--- config.mk ---
export PLATFORM = sky130hd
export DESIGN_NAME = mrc_std_lane_aligner_flat
export DESIGN_NICKNAME = d
export VERILOG_FILES = /design/src/rtl/mrc_std_lane_aligner_if.sv /design/src/rtl/mrc_std_lane_aligner.sv /design/src/flat_wrapper.sv
export SDC_FILE = /design/constraint.sdc
export NUM_CORES = 1
export LEC_CHECK = 0
export BUFFER_PORTS_ARGS = -buffer_cell sky130_fd_sc_hd__buf_2
export CAP_MARGIN = 20
export CORE_ASPECT_RATIO = 0.6
export CORE_UTILIZATION = 43
export DETAILED_ROUTE_END_ITERATION = 16
export PLACE_DENSITY_LB_ADDON = 0.12
export SYNTH_ARGS = -nofsm -noshare
export SYNTH_HDL_FRONTEND = slang
export SYNTH_SLANG_ARGS = --single-unit
--- constraint.sdc ---
create_clock -name clk -period 10.8 [get_ports clk]
set_clock_uncertainty 0.15 [all_clocks]
set_input_delay 0 -clock clk [delete_from_list [all_inputs] [get_ports clk]]
set_output_delay 0 -clock clk [all_outputs]
set_load 0.05 [all_outputs]
--- src/rtl/mrc_std_lane_aligner_if.sv ---
// rtl/mrc_std_lane_aligner_if.sv - per-lane input streams and aligned output stream of the lane aligner
interface mrc_std_lane_aligner_if #(
    parameter int NUM_LANES  = 4,
    parameter int DATA_WIDTH = 32
);
    logic [NUM_LANES-1:0]            in_valid;
    logic [2*NUM_LANES-1:0]          in_cntl;
    logic [DATA_WIDTH*NUM_LANES-1:0] in_data;
    logic [NUM_LANES-1:0]            in_ready;
    logic                            out_valid;
    logic [1:0]                      out_cntl;
    logic [DATA_WIDTH*NUM_LANES-1:0] out_data;
    logic                            out_ready;

    modport master (
        output in_valid, in_cntl, in_data, out_ready,
        input  in_ready, out_valid, out_cntl, out_data
    );

    modport slave (
        input  in_valid, in_cntl, in_data, out_ready,
        output in_ready, out_valid, out_cntl, out_data
    );
endinterface

--- src/rtl/mrc_std_lane_aligner.sv ---
// rtl/mrc_std_lane_aligner.sv - per-lane FIFOs merged into lockstep beats with SOM/MOM/EOM framing check
// Optional skew timeout enabled by defining MRC_STD_LANE_ALIGNER_SKEW_TIMEOUT_EN.
module mrc_std_lane_aligner #(
    parameter int NUM_LANES      = 4,
    parameter int DATA_WIDTH     = 32,
    parameter int FIFO_DEPTH     = 4,
    parameter int TIMEOUT_CYCLES = 255
) (
    input  logic                 clk,
    input  logic                 reset_poweron_n,
    input  logic [NUM_LANES-1:0] lane_enable,
    input  logic                 clear_err,
    output logic                 framing_err,
    output logic [15:0]          pkt_count,
    output logic                 skew_timeout,
    mrc_std_lane_aligner_if.slave bus
);
    localparam int          AW    = $clog2(FIFO_DEPTH);
    localparam logic [AW:0] DEPTH = (AW + 1)'(FIFO_DEPTH);
    localparam logic [1:0]  MOM     = 2'b00;
    localparam logic [1:0]  SOM     = 2'b01;
    localparam logic [1:0]  EOM     = 2'b10;
    localparam logic [1:0]  SOM_EOM = 2'b11;

    typedef enum logic [1:0] {S_IDLE, S_STREAM, S_ERR} state_t;

    state_t                          state;
    logic [NUM_LANES-1:0]            active;
    logic [1:0]                      mem_cntl [NUM_LANES][FIFO_DEPTH];
    logic [DATA_WIDTH-1:0]           mem_data [NUM_LANES][FIFO_DEPTH];
    logic [AW:0]                     wr_ptr   [NUM_LANES];
    logic [AW:0]                     rd_ptr   [NUM_LANES];
    logic [NUM_LANES-1:0]            full;
    logic [NUM_LANES-1:0]            empty;
    logic [NUM_LANES-1:0]            ready;
    logic [NUM_LANES-1:0]            push;
    logic [1:0]                      ref_cntl;
    logic                            mismatch;
    logic [DATA_WIDTH*NUM_LANES-1:0] head_data;
    logic                            aligned;
    logic                            load_ok;
    logic                            legal;
    logic                            pop;
    logic                            frame_bad;
    logic                            skew_hit;

    logic                            out_valid_q;
    logic [1:0]                      out_cntl_q;
    logic [DATA_WIDTH*NUM_LANES-1:0] out_data_q;

    assign bus.in_ready  = ready;
    assign bus.out_valid = out_valid_q;
    assign bus.out_cntl  = out_cntl_q;
    assign bus.out_data  = out_data_q;

    always_comb begin
        full      = '0;
        empty     = '0;
        ready     = '0;
        push      = '0;
        head_data = '0;
        ref_cntl  = MOM;
        mismatch  = 1'b0;
        for (int i = 0; i < NUM_LANES; i++) begin
            full[i]  = (wr_ptr[i] - rd_ptr[i]) == DEPTH;
            empty[i] = (wr_ptr[i] == rd_ptr[i]);
            // Disabled lanes and the whole ERR state sink input unconditionally.
            ready[i] = (state == S_ERR) || !active[i] || !full[i];
            push[i]  = bus.in_valid[i] && ready[i] && active[i] && (state != S_ERR);
            if (active[i])
                head_data[DATA_WIDTH*i +: DATA_WIDTH] = mem_data[i][rd_ptr[i][AW-1:0]];
        end
        // Descending scan leaves the lowest-index active lane as the reference.
        for (int i = NUM_LANES - 1; i >= 0; i--) begin
            if (active[i])
                ref_cntl = mem_cntl[i][rd_ptr[i][AW-1:0]];
        end
        for (int i = 0; i < NUM_LANES; i++) begin
            if (active[i] && (mem_cntl[i][rd_ptr[i][AW-1:0]] != ref_cntl))
                mismatch = 1'b1;
        end
    end

    assign aligned   = (|active) && ((active & empty) == '0);
    assign load_ok   = !out_valid_q || bus.out_ready;
    assign legal     = (state == S_IDLE) ? (ref_cntl == SOM || ref_cntl == SOM_EOM)
                                         : (ref_cntl == MOM || ref_cntl == EOM);
    assign frame_bad = (state != S_ERR) && aligned && (mismatch || (load_ok && !legal));
    assign pop       = (state != S_ERR) && aligned && !mismatch && legal && load_ok;

    always_ff @(posedge clk) begin
        for (int i = 0; i < NUM_LANES; i++) begin
            if (push[i]) begin
                mem_cntl[i][wr_ptr[i][AW-1:0]] <= bus.in_cntl[2*i +: 2];
                mem_data[i][wr_ptr[i][AW-1:0]] <= bus.in_data[DATA_WIDTH*i +: DATA_WIDTH];
            end
        end
    end

    always_ff @(posedge clk or negedge reset_poweron_n) begin
        if (!reset_poweron_n) begin
            for (int i = 0; i < NUM_LANES; i++) begin
                wr_ptr[i] <= '0;
                rd_ptr[i] <= '0;
            end
        end else begin
            for (int i = 0; i < NUM_LANES; i++) begin
                if (state == S_ERR) begin
                    rd_ptr[i] <= wr_ptr[i];
                end else begin
                    if (push[i])
                        wr_ptr[i] <= wr_ptr[i] + 1'b1;
                    if (pop && active[i])
                        rd_ptr[i] <= rd_ptr[i] + 1'b1;
                end
            end
        end
    end

    always_ff @(posedge clk or negedge reset_poweron_n) begin
        if (!reset_poweron_n) begin
            state       <= S_IDLE;
            active      <= '1;
            out_valid_q <= 1'b0;
            out_cntl_q  <= 2'b00;
            out_data_q  <= '0;
            framing_err <= 1'b0;
            pkt_count   <= 16'd0;
        end else begin
            // A held beat retires on handshake in every state, ERR included.
            if (out_valid_q && bus.out_ready)
                out_valid_q <= 1'b0;
            if (state == S_ERR) begin
                if (clear_err) begin
                    framing_err <= 1'b0;
                    state       <= S_IDLE;
                end
            end else begin
                if (clear_err)
                    framing_err <= 1'b0;
                if (frame_bad) begin
                    framing_err <= 1'b1;
                    state       <= S_ERR;
                end else if (skew_hit) begin
                    state <= S_ERR;
                end else if (pop) begin
                    out_valid_q <= 1'b1;
                    out_cntl_q  <= ref_cntl;
                    out_data_q  <= head_data;
                    case (ref_cntl)
                        SOM:     state <= S_STREAM;
                        SOM_EOM: pkt_count <= pkt_count + 16'd1;
                        EOM: begin
                            pkt_count <= pkt_count + 16'd1;
                            state     <= S_IDLE;
                        end
                        default: ;
                    endcase
                end
                if (state == S_IDLE && !pop)
                    active <= lane_enable;
            end
        end
    end

`ifdef MRC_STD_LANE_ALIGNER_SKEW_TIMEOUT_EN
    logic [15:0] skew_cnt;
    logic        skew_cond;

    assign skew_cond = (|(active & ~empty)) && ((active & empty) != '0);
    assign skew_hit  = (state != S_ERR) && skew_cond && ((skew_cnt + 16'd1) == 16'(TIMEOUT_CYCLES));

    always_ff @(posedge clk or negedge reset_poweron_n) begin
        if (!reset_poweron_n) begin
            skew_cnt     <= 16'd0;
            skew_timeout <= 1'b0;
        end else begin
            skew_cnt <= (skew_cond && (state != S_ERR) && !skew_hit) ? skew_cnt + 16'd1 : 16'd0;
            if (skew_hit)
                skew_timeout <= 1'b1;
            else if (clear_err)
                skew_timeout <= 1'b0;
        end
    end
`else
    assign skew_hit     = 1'b0;
    assign skew_timeout = 1'b0;
`endif

endmodule

--- src/flat_wrapper.sv ---
// flat-port wrapper written by rule: the top's interface ports become plain ports
module mrc_std_lane_aligner_flat 
#(
    parameter int NUM_LANES      = 4,
    parameter int DATA_WIDTH     = 32,
    parameter int FIFO_DEPTH     = 4,
    parameter int TIMEOUT_CYCLES = 255
)
  (clk, reset_poweron_n, lane_enable, clear_err, framing_err, pkt_count, skew_timeout, bus_in_valid, bus_in_cntl, bus_in_data, bus_out_ready, bus_in_ready, bus_out_valid, bus_out_cntl, bus_out_data);
  mrc_std_lane_aligner_if #(.NUM_LANES(NUM_LANES), .DATA_WIDTH(DATA_WIDTH)) bus_i ();
  input  logic clk;
  input  logic reset_poweron_n;
  input  logic [NUM_LANES-1:0] lane_enable;
  input  logic clear_err;
  output logic framing_err;
  output logic [15:0] pkt_count;
  output logic skew_timeout;
  input wire logic [$bits(bus_i.in_valid)-1:0] bus_in_valid;
  input wire logic [$bits(bus_i.in_cntl)-1:0] bus_in_cntl;
  input wire logic [$bits(bus_i.in_data)-1:0] bus_in_data;
  input wire logic [$bits(bus_i.out_ready)-1:0] bus_out_ready;
  output wire logic [$bits(bus_i.in_ready)-1:0] bus_in_ready;
  output wire logic [$bits(bus_i.out_valid)-1:0] bus_out_valid;
  output wire logic [$bits(bus_i.out_cntl)-1:0] bus_out_cntl;
  output wire logic [$bits(bus_i.out_data)-1:0] bus_out_data;
  assign bus_i.in_valid = bus_in_valid;
  assign bus_i.in_cntl = bus_in_cntl;
  assign bus_i.in_data = bus_in_data;
  assign bus_i.out_ready = bus_out_ready;
  assign bus_in_ready = bus_i.in_ready;
  assign bus_out_valid = bus_i.out_valid;
  assign bus_out_cntl = bus_i.out_cntl;
  assign bus_out_data = bus_i.out_data;
  mrc_std_lane_aligner #(.NUM_LANES(NUM_LANES), .DATA_WIDTH(DATA_WIDTH), .FIFO_DEPTH(FIFO_DEPTH), .TIMEOUT_CYCLES(TIMEOUT_CYCLES)) u_core (.clk(clk), .reset_poweron_n(reset_poweron_n), .lane_enable(lane_enable), .clear_err(clear_err), .framing_err(framing_err), .pkt_count(pkt_count), .skew_timeout(skew_timeout), .bus(bus_i));
endmodule
**Word level (Yosys, flattened, before mapping)**

Memories as Yosys holds them, arrays and structs flattened.
Index checks and enable logic that the tools add are counted.

- $add $sub $neg: 13
- Multiply operators: 0
- Div/mod/pow operators: 0
- Magnitude comparators: 12
- Equality and inequality tests: 18
- Shift-type cells: 0
- Multiplexer cells: 85
- Bitwise logic cells: 11
- Reduce and logical (&&, ||, !) cells: 76

Operators by type and width:

| cell | count |
|---|---|
| 128-bit 2-to-1 mux | 4 |
| 32-bit 2-to-1 mux | 16 |
| 32-bit binary-select mux with 2-bit select | 4 |
| 32-bit demux with 2-bit select | 4 |
| 2-bit 2-to-1 mux | 20 |
| 1-bit logical AND | 33 |
| 8-bit 2-to-1 mux | 4 |
| 3-bit by 1-bit adder with 3-bit output, second input constant | 8 |
| 3-bit greater-or-equal comparator, second input constant | 8 |
| 3-bit 2-to-1 mux | 8 |
| 2-bit NOT with 3-bit output | 8 |
| 16-bit by 1-bit adder with 16-bit output, second input constant | 1 |
| 2-bit binary-select mux with 2-bit select | 4 |
| 2-bit demux with 2-bit select | 4 |
| 1-bit 2-to-1 mux | 16 |
| 3-bit == test | 4 |
| 3-bit == test, second input constant | 4 |
| 1-bit zero test | 12 |
| 1-bit logical OR | 12 |
| 3-bit by 1-bit less-than comparator with 1-bit output, second input constant | 4 |
| 3-bit subtractor | 4 |
| 2-bit AND reduction | 5 |
| 2-bit inequality test | 4 |
| 2-bit nonzero test | 4 |
| other kinds (14) | 20 |

- Register bits after elaboration: 178
- Bits in latches: 0
- Memory bits (writable): 544
- ROM bits: 0
- Input bits: 148
- Logic and storage cells: 232
- Memories kept: 2

Memories:

| memory | words | width | rd ports | clocked after Yosys merged registers in | write ports | line | source |
|---|---|---|---|---|---|---|---|
| u_core.mem_data | 4 | 128 | 4 | 0 | 4 | mrc_std_lane_aligner.sv:30 | `logic [DATA_WIDTH-1:0] mem_data [NUM_LANES][FIFO_DEPTH];` |
| u_core.mem_cntl | 4 | 8 | 4 | 0 | 4 | mrc_std_lane_aligner.sv:29 | `logic [1:0] mem_cntl [NUM_LANES][FIFO_DEPTH];` |

**Longest topological paths before layout**

Gate-level depths: netlist of run 1.

- Depth after elaboration: 21
- Depth in mapped cells: 14
- Depth with buffers taken out: 11

**Worst setup path after synthesis of run 1**

OpenSTA, ideal clock, no wires.

- Path type: register to register
- Start point: register u_core.rd_ptr[7] (netlist bit)
- End point: memory u_core.mem_cntl[1][0] (netlist bit) (enable)
- Setup time: 396 ps
- Arrival: 2835 ps
- Required time: 10254 ps
- Path slack: 7420 ps
- Cell stages (with the launch flop): 10
- Period minus slack after synthesis: 3380 ps
- Cells stage by stage: dfrtp_1 clkbuf_1 buf_1 inv_1 ha_1 nand2b_1 xnor2_1 and3_1 nor2_1 and2_1

RTL lines:

| element | line | source |
|---|---|---|
| start: declaration | mrc_std_lane_aligner.sv:32 | `logic [AW:0] rd_ptr [NUM_LANES];` |
| start signal: indexed assignment | mrc_std_lane_aligner.sv:109 | `rd_ptr[i] <= wr_ptr[i];` |
| start signal: indexed assignment | mrc_std_lane_aligner.sv:114 | `rd_ptr[i] <= rd_ptr[i] + 1'b1;` |
| end: declaration | mrc_std_lane_aligner.sv:29 |  |

**Worst setup path after layout of run 1**

- Start point: register u_core.rd_ptr[4] (netlist bit)
- End point: register u_core.pkt_count[3]

- Longest elaborated chain between the ends: 18

RTL lines:

| element | line | source |
|---|---|---|
| 2-bit NOT with 3-bit output (implied by the code) * | mrc_std_lane_aligner.sv:76 | `ref_cntl = mem_cntl[i][rd_ptr[i][AW-1:0]];` |
| 2-bit binary-select mux with 2-bit select * | mrc_std_lane_aligner.sv:76 |  |
| 2-bit 2-to-1 mux (implied by the code) * (2 in a row) | mrc_std_lane_aligner.sv:76 |  |
| 2-bit 2-to-1 mux * (3 in a row) | mrc_std_lane_aligner.sv:75 | `if (active[i])` |
| named net u_core.ref_cntl[1] | mrc_std_lane_aligner.sv:37 | `logic [1:0] ref_cntl;` |
| 2-bit inequality test | mrc_std_lane_aligner.sv:79 | `if (active[i] && (mem_cntl[i][rd_ptr[i][AW-1:0]] != ref_cntl))` |
| 1-bit logical AND | mrc_std_lane_aligner.sv:79 |  |
| 1-bit 2-to-1 mux (4 in a row) | mrc_std_lane_aligner.sv:79 |  |
| 1-bit zero test | mrc_std_lane_aligner.sv:89 | `assign pop = (state != S_ERR) && aligned && !mismatch && legal && load_ok;` |
| 1-bit logical AND (3 in a row) | mrc_std_lane_aligner.sv:89 |  |
| 4-bit AND reduction (no source line) * | -- |  |
| end signal: assignment | mrc_std_lane_aligner.sv:152 | `SOM_EOM: pkt_count <= pkt_count + 16'd1;` |
| end signal: assignment | mrc_std_lane_aligner.sv:154 | `pkt_count <= pkt_count + 16'd1;` |
| end: declaration | mrc_std_lane_aligner.sv:14 | `output logic [15:0] pkt_count,` |

The timed path passes the listed nets; every way through them passes the cells marked *. The select of a mux whose other input is x is not followed.
A chain may end at the register's enable or synchronous reset.

==> results of run 1 <==
==> routing by layer <==
metal	up-vias	share of wire [%]	track usage, %
li1	7206	-	-
met1	7804	47	26.3
met2	264	47	29.1
met3	77	4.2	3.64
met4	0	1.8	4.80
met5	-	0	0
==> registers in the layout, summed over array words and instances (netlist names) <==
signal                cells
u_core.mem_data         512
u_core.bus.out_data     128
u_core.mem_cntl          32
u_core.pkt_count         16
u_core.rd_ptr            12
u_core.wr_ptr            12
u_core.active             4
u_core.bus.out_cntl       2
u_core.state              2
u_core.bus.out_valid      1
u_core.framing_err        1
==> placed cells by master, fill, tap and decap left out, types with 5 or more instances in the layout <==
cell type	netlist	final
dlygate4sd3_1	0	248
nand2b_1	7	7
inv_1	21	21
o21ai_0	148	148
edfxtp_1	544	544
mux4_2	135	135
and2_2	0	16
buf_4	14	9
clkinv_1	0	6
bufinv_16	0	5
nand2_1	291	291
clkinv_2	0	17
dfrtp_2	0	8
nor3_1	10	10
xor2_1	22	22
ha_1	32	32
clkbuf_1	40	18
nor2_1	32	32
dfrtp_1	174	166
buf_2	12	298
a31oi_1	9	9
clkbuf_16	0	73
nand3_1	13	13
xnor2_1	9	9
and3_1	8	8
or3_1	8	8
==> logic make-up (layout without fill, tap and decap cells) <==
kind of cell / Yosys count / in the layout / synth area share [%]
buffers and inverters: 108 / 703 / 1.81
multiplexers: 140 / 140 / 11.1
other: 1 / 5 / 0.0135
XOR/XNOR: 31 / 31 / 0.977
adder cells (fa/ha/maj): 32 / 32 / 1.44
AO/OA/AOI/OAI: 186 / 186 / 3.73
AND/OR/NAND/NOR: 400 / 400 / 6.03
flip-flops: 722 / 722 / 74.9
==> worst min path at each step <==
stage | start | to | slack [ps] | cells past startpoint
3_5_place_dp | reset_poweron_n | u_core.bus.out_data[81]$_DFFE_PN0P_ | -80 | 1
2_1_floorplan | reset_poweron_n | u_core.bus.out_cntl[0]$_DFFE_PN0P_ | -450 | 0
3_3_place_gp | reset_poweron_n | u_core.bus.out_data[81]$_DFFE_PN0P_ | -100 | 1
4_1_cts | bus_in_data[68] | u_core.mem_data[2][36]$_DFFE_PP_ | 0.2 | 2
6_report | bus_in_data[64] | u_core.mem_data[2][32]$_DFFE_PP_ | 20 | 2
5_1_grt | bus_in_data[37] | u_core.mem_data[1][37]$_DFFE_PP_ | 3 | 2
==> layout make-up <==
cell class / instances / share of cell area (%)
clock inverters: 29 / 0.766
inverters: 21 / 0.227
well taps: 839 / 3.02
clock buffers: 95 / 5.61
flip-flops and latches: 722 / 59.8
multi-input cells: 790 / 18.7
diodes: 4 / 0.0288
repair buffers: 558 / 11.8
==> power by group through the flow <==
stage                     logic [µW]  clock network [µW]  registers (µW)
after floorplan                 1720                   0            4510
after global placement          3080                   0            3950
after detailed placement        3110                   0            3970
after CTS                       3190                2460            3920
after global routing            3440                2570            3980
final                           3130                2390            3900
==> stage by stage <==
step,instances,power [µW]
after floorplan,1620,6230
after global placement,2681,7030
after detailed placement,2681,7080
after CTS,3053,9570
after global routing,3056,9980
final,3058,9420
==> impl_results.md, run 1 <==
- Placed inst area: 30,000 µm²
- Sequential cell area fraction in the yosys report: 74.9%
- Yosys warning count: 0
- Total routed wirelength: 59,200 µm
- Lkg Pwr: 0.0132 µW
- Clk pin slew, worst setup/hold paths: 70 ps
- Cell Int Power: 5960 µW
- Deepest level of the CTS H-tree: 3
- Average vias per placed instance: 5.02
- Setup crit end: u_core.pkt_count[3]$_DFFE_PN0P_
- Number of buffers created by CTS: 68
- # setup viols final: 0
- Clock tree from TritonCTS: built
- Outcome: complete, no violations
- CP required: 11,130 ps
- Number of distinct library cells after synthesis: 50
- Peak supply drop: 215 µV
- Number of maximum-capacitance constraint violations: 0
- Async SR Flop Fraction: 24.7%
- Flops & latches, synth: 722
- Share of the synthesized area in the top cell type: 58.8%
- Worst-path maximum fanout: 247
- Worst setup EP type: register
- Number of core rows: 71
- RSZ-0062 raised after global routing: false
- Worst Hold Slack: 24.8 ps
- Critical Path Stages: 11
- Vias in the first global route: 15,896
- Drc violations: 0
- Relative slew slack: 26.9%
- Startpoint type of the worst setup path: register
- Setup Crit Path Kind: reg -> reg
- Final HPWL DP: 33,900 µm
- CP delay by family, top: simple AND/OR/NAND/NOR gates
- Wire length of the first global-routing pass: 91,400 µm
- Buffers and inverters on the worst path: 2
- Most frequent cells after synthesis: edfxtp_1 (544), nand2_1 (291), dfrtp_1 (174)
- Final Core Density: 55.0%
- Net switching power of the design: 3460 µW
- Most frequently used cell type in the post-synthesis netlist: edfxtp_1
- Final cell area excluding filler cells: 34,800 µm²
- Max-slew violation count: 0
- Post-cts resize count: 0
- Largest area contributor in the synthesized netlist: edfxtp_1
- Hold WC Path Type: in -> reg
- IO Port Bufs: 299
- FF+latch area: 20,800 µm²
- Die X: 330 µm
- Cell Pwr Density: 271 nW/µm²
- Final clock period utilization by the worst path: 46.6%
- Peak clock frequency supported by timing: 199 MHz
- Sequential cell fraction of total power: 41.4%
- Post-synth net total: 1,800
- Fraction of final layout cells sized beyond drive strength 1: 26.3%
- Gpl congestion: 0.726
- Worst slack after detailed placement: 5720 ps
- Post-layout nets: 2,341
- Largest incremental delay on the critical path: 1010 ps
- Multi-input logic area: 6510 µm²
- Gate Count Post-Synth: 1,620
- Via Count: 15,351
- Worst Max-Slew Pin Slew: 1100 ps
- Root Buffer Master: clkbuf_16
- Synth Flop Type: edfxtp_1
- CP max-delay cell: dfrtp_2
- Core ar.: 63,300 µm²
- Worst R2R Start: u_core.rd_ptr[4]$_DFFE_PN0P_
- Final critical delay including setup and external delays: 5030 ps
- Worst reg2reg path endpoint: u_core.pkt_count[3]$_DFFE_PN0P_
- Chain of cells forming the critical path: mux2i_1 > o22a_1 > a311oi_1 > inv_1 > ha_1 > nor3_1 > a2111oi_4 > nand3_4 > buf_12 > and3b_1 > xor2_1
- Worst reg-to-reg setup slack: 5770 ps
- Data arrival time at the worst-slack endpoint: 5360 ps
- DIE HEIGHT: 199 µm
- Worst setup path startpoint: u_core.rd_ptr[4]$_DFFE_PN0P_
- Area growth from synthesis to layout: 25.2%
- Die area: 65,700 µm²
- Hold-fix buffers at CTS: 248
- Effective utilization at floorplan: 43.9%
- Switching power as a share of total power: 36.7%
- Logic gate share of total power: 33.2%
- Dominant cells by area after synthesis: edfxtp_1 (59%), dfrtp_1 (16%), mux4_2 (11%)
- Setup slack after layout: 5770 ps
- Clock network fraction of design power: 25.4%
- Total gr overflow: 0
- First DRT Iteration DRCs: 858
- Count of TritonRoute iterations in the first routing pass: 5
- Number of cells on the worst reg-to-reg path: 11
- Final setup TNS: 0 ps
- Top Ports: 301
- Worst-skew pair later-pin latency: 610 ps
- Average detailed-routed wire length per instance: 19.4 µm
- Number of filler instances in the final layout: 5,153
- Mapped Area: 27,800 µm²
- Number of enable-type register cells in the synthesized netlist: 544
- Clk sink count: 722
- Post-CTS setup buffer count: 0
- Clock Path Buffers: 3
- Final hold violations: 0
- Antenna-violating nets left: 0
- Antenna violations before repair: 3
- Largest net degree at the start of global routing: 248
- Mean area per synthesized cell: 17.1 µm²
- Aggregate global-route resource usage: 18.4%
(Power assumes the default switching activity.)
==> run 2, diff against run 1 <==
--- a/config.mk
+++ b/config.mk
@@ -5,6 +5,7 @@
 export SDC_FILE = /design/constraint.sdc
 export NUM_CORES = 1
 export LEC_CHECK = 0
+export ABC_AREA = 1
 export BUFFER_PORTS_ARGS = -buffer_cell sky130_fd_sc_hd__buf_2
 export CAP_MARGIN = 20
 export CORE_ASPECT_RATIO = 0.6
==> constraint.sdc (replaced) <==
create_clock -name clk -period 5.2 [get_ports clk]
set_clock_uncertainty 0.15 [all_clocks]
set_input_delay 0 -clock clk [delete_from_list [all_inputs] [get_ports clk]]
set_output_delay 0 -clock clk [all_outputs]
set_load 0.05 [all_outputs]
==> run 2 against run 1 <==
  * Sequential power is 100% higher
  * Non-clock buffer count is 34 higher
  * Largest cell class unchanged
  * Combinational power is 140% higher
  * Global-route usage is 1.8 points higher
  * Critical endpoint is now u_core.rd_ptr[3]$_DFFE_PN0P_
  * Flip-flop and latch count stayed put
  * Setup slack worse by 4300 ps
  * Largest power group unchanged
==> impl_results.md, run 2 <==
- CP delay by family, top: simple AND/OR/NAND/NOR gates
- Final critical delay including setup and external delays: 3750 ps
- RSZ-0062 raised after global routing: false
- Clk sink count: 722
- Number of core rows: 72
- Average vias per placed instance: 5.13
- Fraction of final layout cells sized beyond drive strength 1: 17.5%
- Number of flip-flops under the largest register name: 512
- Most frequently used cell type in the post-synthesis netlist: nand2_1
- Vias in the first global route: 18,726
- CP max-delay cell: dfrtp_2
- Count of TritonRoute iterations in the first routing pass: 7
- Effective utilization at floorplan: 43.6%
- Number of enable-type register cells in the synthesized netlist: 544
- Final Core Density: 54.7%
- Worst reg-to-reg setup slack: 1450 ps
- Number of distinct library cells after synthesis: 36
- Die area: 66,700 µm²
- Worst-path maximum fanout: 37
- Flops & latches, synth: 722
- Total gr overflow: 0
- Gpl congestion: 0.815
- Worst-skew pair later-pin latency: 600 ps
- Largest net degree at the start of global routing: 138
- Yosys warning count: 0
- Post-layout nets: 2,911
- Min-Delay Path Depth: 2
- Clk pin slew, worst setup/hold paths: 60 ps
- Post-CTS setup buffer count: 0
- DIE HEIGHT: 200 µm
- Max-slew violation count: 0
- Post-cts resize count: 0
- Largest incremental delay on the critical path: 840 ps
- Cell Pwr Density: 576 nW/µm²
- CP required: 5500 ps
- Worst Max-Slew Pin Slew: 910 ps
- Hold-fix buffers at CTS: 256
- Average detailed-routed wire length per instance: 18.5 µm
- Relative slew slack: 39.2%
- Worst reg2reg path endpoint: u_core.rd_ptr[3]$_DFFE_PN0P_
- Peak supply drop: 427 µV
- Gate Count Post-Synth: 2,193
- Worst R2R Start: u_core.rd_ptr[6]$_DFFE_PN0P_
- Worst min-delay path startpoint: bus_in_data[100]
- Buffers and inverters on the worst path: 4
- First DRT Iteration DRCs: 1,190
- Most common cell after layout, fill and taps aside: nand2_1
- Placed cell count: 3,255
- Clock tree from TritonCTS: built
- Die X: 333 µm
- Final HPWL DP: 38,500 µm
- Synth Flop Type: edfxtp_1
- Number of maximum-capacitance constraint violations: 0
- Root Buffer Master: clkbuf_16
- Aggregate global-route resource usage: 20.2%
- Setup Crit Path Kind: reg -> reg
- Setup slack after layout: 1450 ps
- Antenna-violating nets left: 0
- Mapped Area: 28,200 µm²
- Hold WC Path Type: in -> reg
- Chain of cells forming the critical path: inv_4 > nand2_1 > nand3_1 > nand3_1 > nand2_1 > inv_1 > nand2_2 > nand2_2 > inv_1 > ha_1 > nor2_1 > nand2_1 > nand2_1 > nor2_2 > nand3_4 > inv_4 > nand2_2 > nand2_1 > nand2_1 > o21ai_0
- Final setup TNS: 0 ps
- Worst slack after detailed placement: 1430 ps
- Drc violations: 0
- Data arrival time at the worst-slack endpoint: 4050 ps
- Number of buffers created by CTS: 69
- Dominant cells by area after synthesis: edfxtp_1 (58%), dfrtp_1 (15%), nand2_1 (8.6%)
- Deepest level of the CTS H-tree: 3
- Sequential cell area fraction in the yosys report: 73.7%
- IO Port Bufs: 299
- Share of the synthesized area in the top cell type: 57.9%
- Async SR Flop Fraction: 24.7%
- Area growth from synthesis to layout: 25.3%
- Clock Path Buffers: 3
- Final Non-Filler Cells: 3,637
- Total routed wirelength: 67,200 µm
- Outcome: complete, no violations
- Via Count: 18,670
- Final clock period utilization by the worst path: 72.1%
- Mean area per synthesized cell: 12.9 µm²
- Worst setup EP type: register
- Wire length of the first global-routing pass: 106,000 µm
- Most frequent cells after synthesis: nand2_1 (646), edfxtp_1 (544), dfrtp_1 (174)
- Antenna violations before repair: 2
- Top Ports: 301
- Core ar.: 64,700 µm²
- Worst Hold Endpoint: u_core.mem_data[3][36]$_DFFE_PP_
- Commonest cells after routing, fill and taps aside: nand2_1 (646), edfxtp_1 (544), buf_2 (298), dlygate4sd3_1 (255), dfrtp_1 (170)
- Final hold violations: 0
- Total power of the final layout: 20,400 µW
- Peak clock frequency supported by timing: 267 MHz
- # setup viols final: 0
- Number of cells on the worst reg-to-reg path: 20
- Lkg Pwr: 0.0139 µW
- Largest area contributor in the synthesized netlist: edfxtp_1
- Number of filler instances in the final layout: 5,507
- Most common cell type on the critical path: nand2_1
- Startpoint type of the worst setup path: register
- Post-synth net total: 2,373
-- run 2: how the worst max path moves through the flow --
stage,from,cells past startpoint,slack [ps],endpoint
after detailed placement,u_core.rd_ptr[6]$_DFFE_PN0P_,20,1430,u_core.rd_ptr[4]$_DFFE_PN0P_
final,u_core.rd_ptr[6]$_DFFE_PN0P_,20,1450,u_core.rd_ptr[3]$_DFFE_PN0P_
after global placement,u_core.rd_ptr[6]$_DFFE_PN0P_,20,1540,u_core.rd_ptr[7]$_DFFE_PN0P_
after floorplan,u_core.rd_ptr[10]$_DFFE_PN0P_,9,660,u_core.mem_cntl[0][0]$_DFFE_PP_
after CTS,u_core.rd_ptr[6]$_DFFE_PN0P_,20,1420,u_core.rd_ptr[3]$_DFFE_PN0P_
after global routing,u_core.rd_ptr[6]$_DFFE_PN0P_,20,1110,u_core.rd_ptr[3]$_DFFE_PN0P_
-- run 2: final cells by class --
| class | instances | area (µm²) | area share (%) |
|---|---|---|---|
| Antenna cell | 2 | 5.00 | 0.0142 |
| Clock buffer | 99 | 1950 | 5.53 |
| Clock inverter | 25 | 183 | 0.517 |
| Inverter | 72 | 279 | 0.789 |
| Multi-Input combinational cell | 1274 | 6700 | 18.9 |
| Sequential cell | 722 | 20800 | 58.8 |
| Tap cell | 851 | 1060 | 3.01 |
| Timing Repair Buffer | 592 | 4380 | 12.4 |
-- run 2: logic make-up (layout without fill, tap and decap cells) --
family	Yosys count	in the layout	share of synthesized area, %
fa+ha+maj	32	32	1.42
flops	722	722	73.7
compound gates	433	433	9.99
other cells	1	3	0.0133
buf+inv	197	788	3.00
simple gates	780	780	11.0
xor+xnor	28	28	0.869
-- run 2: where the power goes --
part	switching [µW]	internal [µW]	leakage, µW
registers	637	7310	0.00718
logic	5370	2220	0.00568
clock network	2100	2720	0.00104
-- run 2: through the flow --
stage / cell area [µm²] / hold slack [ps]
floorplan: 28200 / -446
global placement: 30600 / -84.7
detailed placement: 30600 / -84.9
CTS: 35400 / 0.279
global route: 35400 / 9.00
finish: 35400 / 23.8
-- run 2: per-layer routing --
metal	routed length [µm]	GRT usage [%]
met2	31000	32.2
met3	3520	4.38
met1	31100	28.2
met4	1530	5.58
met5	17	0
==> run 3, diff against run 2 <==
==> constraint.sdc (replaced) <==
create_clock -name clk -period 3.8 [get_ports clk]
set_clock_uncertainty 0.15 [all_clocks]
set_input_delay 0 -clock clk [delete_from_list [all_inputs] [get_ports clk]]
set_output_delay 0 -clock clk [all_outputs]
set_load 0.05 [all_outputs]
==> run 3 against run 2 <==
  * Maximum frequency up 12%
  * Utilization up 0.59 points
  * Clock-buffer cell count up 8
  * Worst hold slack improved by 7.3 ps
  * Critical endpoint is now u_core.mem_data[1][77]$_DFFE_PP_
  * Largest cell class unchanged
  * Highest routed layer unchanged
==> impl_results.md, run 3 (synthesis results as in run 2) <==
- Lkg Pwr: 0.0141 µW
- Root Buffer Master: clkbuf_16
- # setup viols final: 0
- Effective utilization at floorplan: 43.6%
- Drc violations: 0
- Number of flip-flops under the largest register name: 512
- Worst setup path startpoint: u_core.rd_ptr[6]$_DFFE_PN0P_
- Wire length of the first global-routing pass: 107,000 µm
- Data arrival time at the worst-slack endpoint: 3520 ps
- Antenna violations before repair: 2
- Top Ports: 301
- Setup crit end: u_core.mem_data[1][77]$_DFFE_PP_
- Clk sink count: 722
- Final critical delay including setup and external delays: 3360 ps
- Fraction of final layout cells sized beyond drive strength 1: 18.1%
- Worst setup EP type: register
- Final clock period utilization by the worst path: 88.4%
- Peak clock frequency supported by timing: 298 MHz
- Max-slew violation count: 0
- Post-layout nets: 2,938
- Setup Crit Path Kind: reg -> reg
- Final HPWL DP: 39,000 µm
- Clock tree from TritonCTS: built
- Area growth from synthesis to layout: 26.6%
- Startpoint type of the worst setup path: register
- Largest net degree at the start of global routing: 101
- Vias in the first global route: 18,728
- Worst reg2reg path endpoint: u_core.mem_data[1][77]$_DFFE_PP_
- Placed inst area: 30,800 µm²
- Worst Max-Slew Pin Slew: 724 ps
- Outcome: complete, no violations
- Gpl congestion: 0.846
- Clk pin slew, worst setup/hold paths: 60 ps
- Final cell area excluding filler cells: 35,700 µm²
- Aggregate global-route resource usage: 20.4%
- Number of buffers created by CTS: 70
- Total gr overflow: 0
- Deepest level of the CTS H-tree: 3
- Total routed wirelength: 67,400 µm
- Relative slew slack: 51.7%
- Die area: 66,700 µm²
- Final hold violations: 0
- First DRT Iteration DRCs: 1,266
- Core ar.: 64,700 µm²
- Worst-path maximum fanout: 37
- Cell Pwr Density: 786 nW/µm²
- Most common cell after layout, fill and taps aside: nand2_1
- Clock Path Buffers: 3
- Worst Hold Slack: 31.1 ps
- Peak supply drop: 519 µV
- Worst reg-to-reg setup slack: 440 ps
- Post-CTS setup buffer count: 0
- Antenna-violating nets left: 0
- Number of diodes: 0
- DIE HEIGHT: 200 µm
- Worst R2R Start: u_core.rd_ptr[6]$_DFFE_PN0P_
- Number of maximum-capacitance constraint violations: 0
- CP required: 3960 ps
- Commonest cells after routing, fill and taps aside: nand2_1 (646), edfxtp_1 (544), buf_2 (298), dlygate4sd3_1 (268), dfrtp_1 (170)
- Via Count: 18,700
- Worst-skew pair later-pin latency: 610 ps
- Die X: 333 µm
- IO Port Bufs: 299
- Number of cells on the worst reg-to-reg path: 9
- Average vias per placed instance: 5.10
- RSZ-0062 raised after global routing: false
- Hold WC Path Type: in -> reg
- Count of TritonRoute iterations in the first routing pass: 5
- Average detailed-routed wire length per instance: 18.4 µm
- Number of core rows: 72
[run 3: cell count changes in the layout (fill, tap and decap cells not counted), moves of 3 or more]
cell           change
clkinv_1           -7
clkinv_8           +3
clkbuf_16          -3
buf_4              +5
inv_6              +3
dlygate4sd3_1     +13
buf_12             +8
clkbuf_8           +9
clkbuf_1           +3
[run 3: cell type report]
type | count | area, µm²
Clock inverter | 21 | 194
Multi-Input combinational cell | 1274 | 6700
Timing Repair Buffer | 618 | 4700
Fill cell | 5444 | 28900
Tap cell | 851 | 1060
Clock buffer | 107 | 2000
Inverter | 72 | 279
Sequential cell | 722 | 20800
[run 3: power breakdown]
group	total (µW)	internal (µW)	switching, µW
sequential	10800	10000	779
combinational	10600	3150	7430
clock	6720	3740	2970
total	28100	16900	11200
[run 3: how the worst min path moves through the flow]
| stage | startpoint | cells past startpoint | end | slack, ps |
|---|---|---|---|---|
| after global placement | reset_poweron_n | 1 | u_core.bus.out_data[86]$_DFFE_PN0P_ | -30 |
| final | bus_in_data[29] | 2 | u_core.mem_data[0][93]$_DFFE_PP_ | 30 |
| after detailed placement | reset_poweron_n | 1 | u_core.bus.out_data[86]$_DFFE_PN0P_ | -20 |
| after global routing | bus_in_data[86] | 2 | u_core.mem_data[2][22]$_DFFE_PP_ | 10 |
| after floorplan | reset_poweron_n | 0 | u_core.bus.out_cntl[0]$_DFFE_PN0P_ | -450 |
| after CTS | bus_in_data[86] | 2 | u_core.mem_data[2][118]$_DFFE_PP_ | 1 |
[run 3: repair_timing]
item | 4_1_cts | 5_1_grt
hold buffers | 268 | 1
resized for setup | 0 | 0
endpoints found under the hold margin | 750 | 4
endpoints found under the setup margin | 0 | 0
[run 3: metrics by stage]
step	instances	utilization, %	power, µW	setup TNS [ps]	worst slack, ps
finish	3665	55.3	28100	0	442
global route	3665	55.3	29800	0	171
CTS	3664	55.2	28400	0	391
detailed placement	3268	47.7	21400	0	406
global placement	3268	47.7	21200	0	500
floorplan	2193	-	18500	-79940	-285
[run 3: worst max-delay path, cell delays in order, from the launching register on]
cell and delay (ps):
dfrtp_2 430, buf_4 390, ha_1 220, inv_1 40, a21oi_1 160, xor2_1 90
nand3_1 90, nand4_1 470, nor2_4 740, buf_12 250
[run 3: routing by layer]
metal  GRT usage, %  share of wire [%]  vias up
met5              0              0.021        -
met4           4.54                1.5        2
met3           4.08                5.0       71
met2           32.3                 46      402
met1           29.4                 47     9227
li1               -                  -     8998
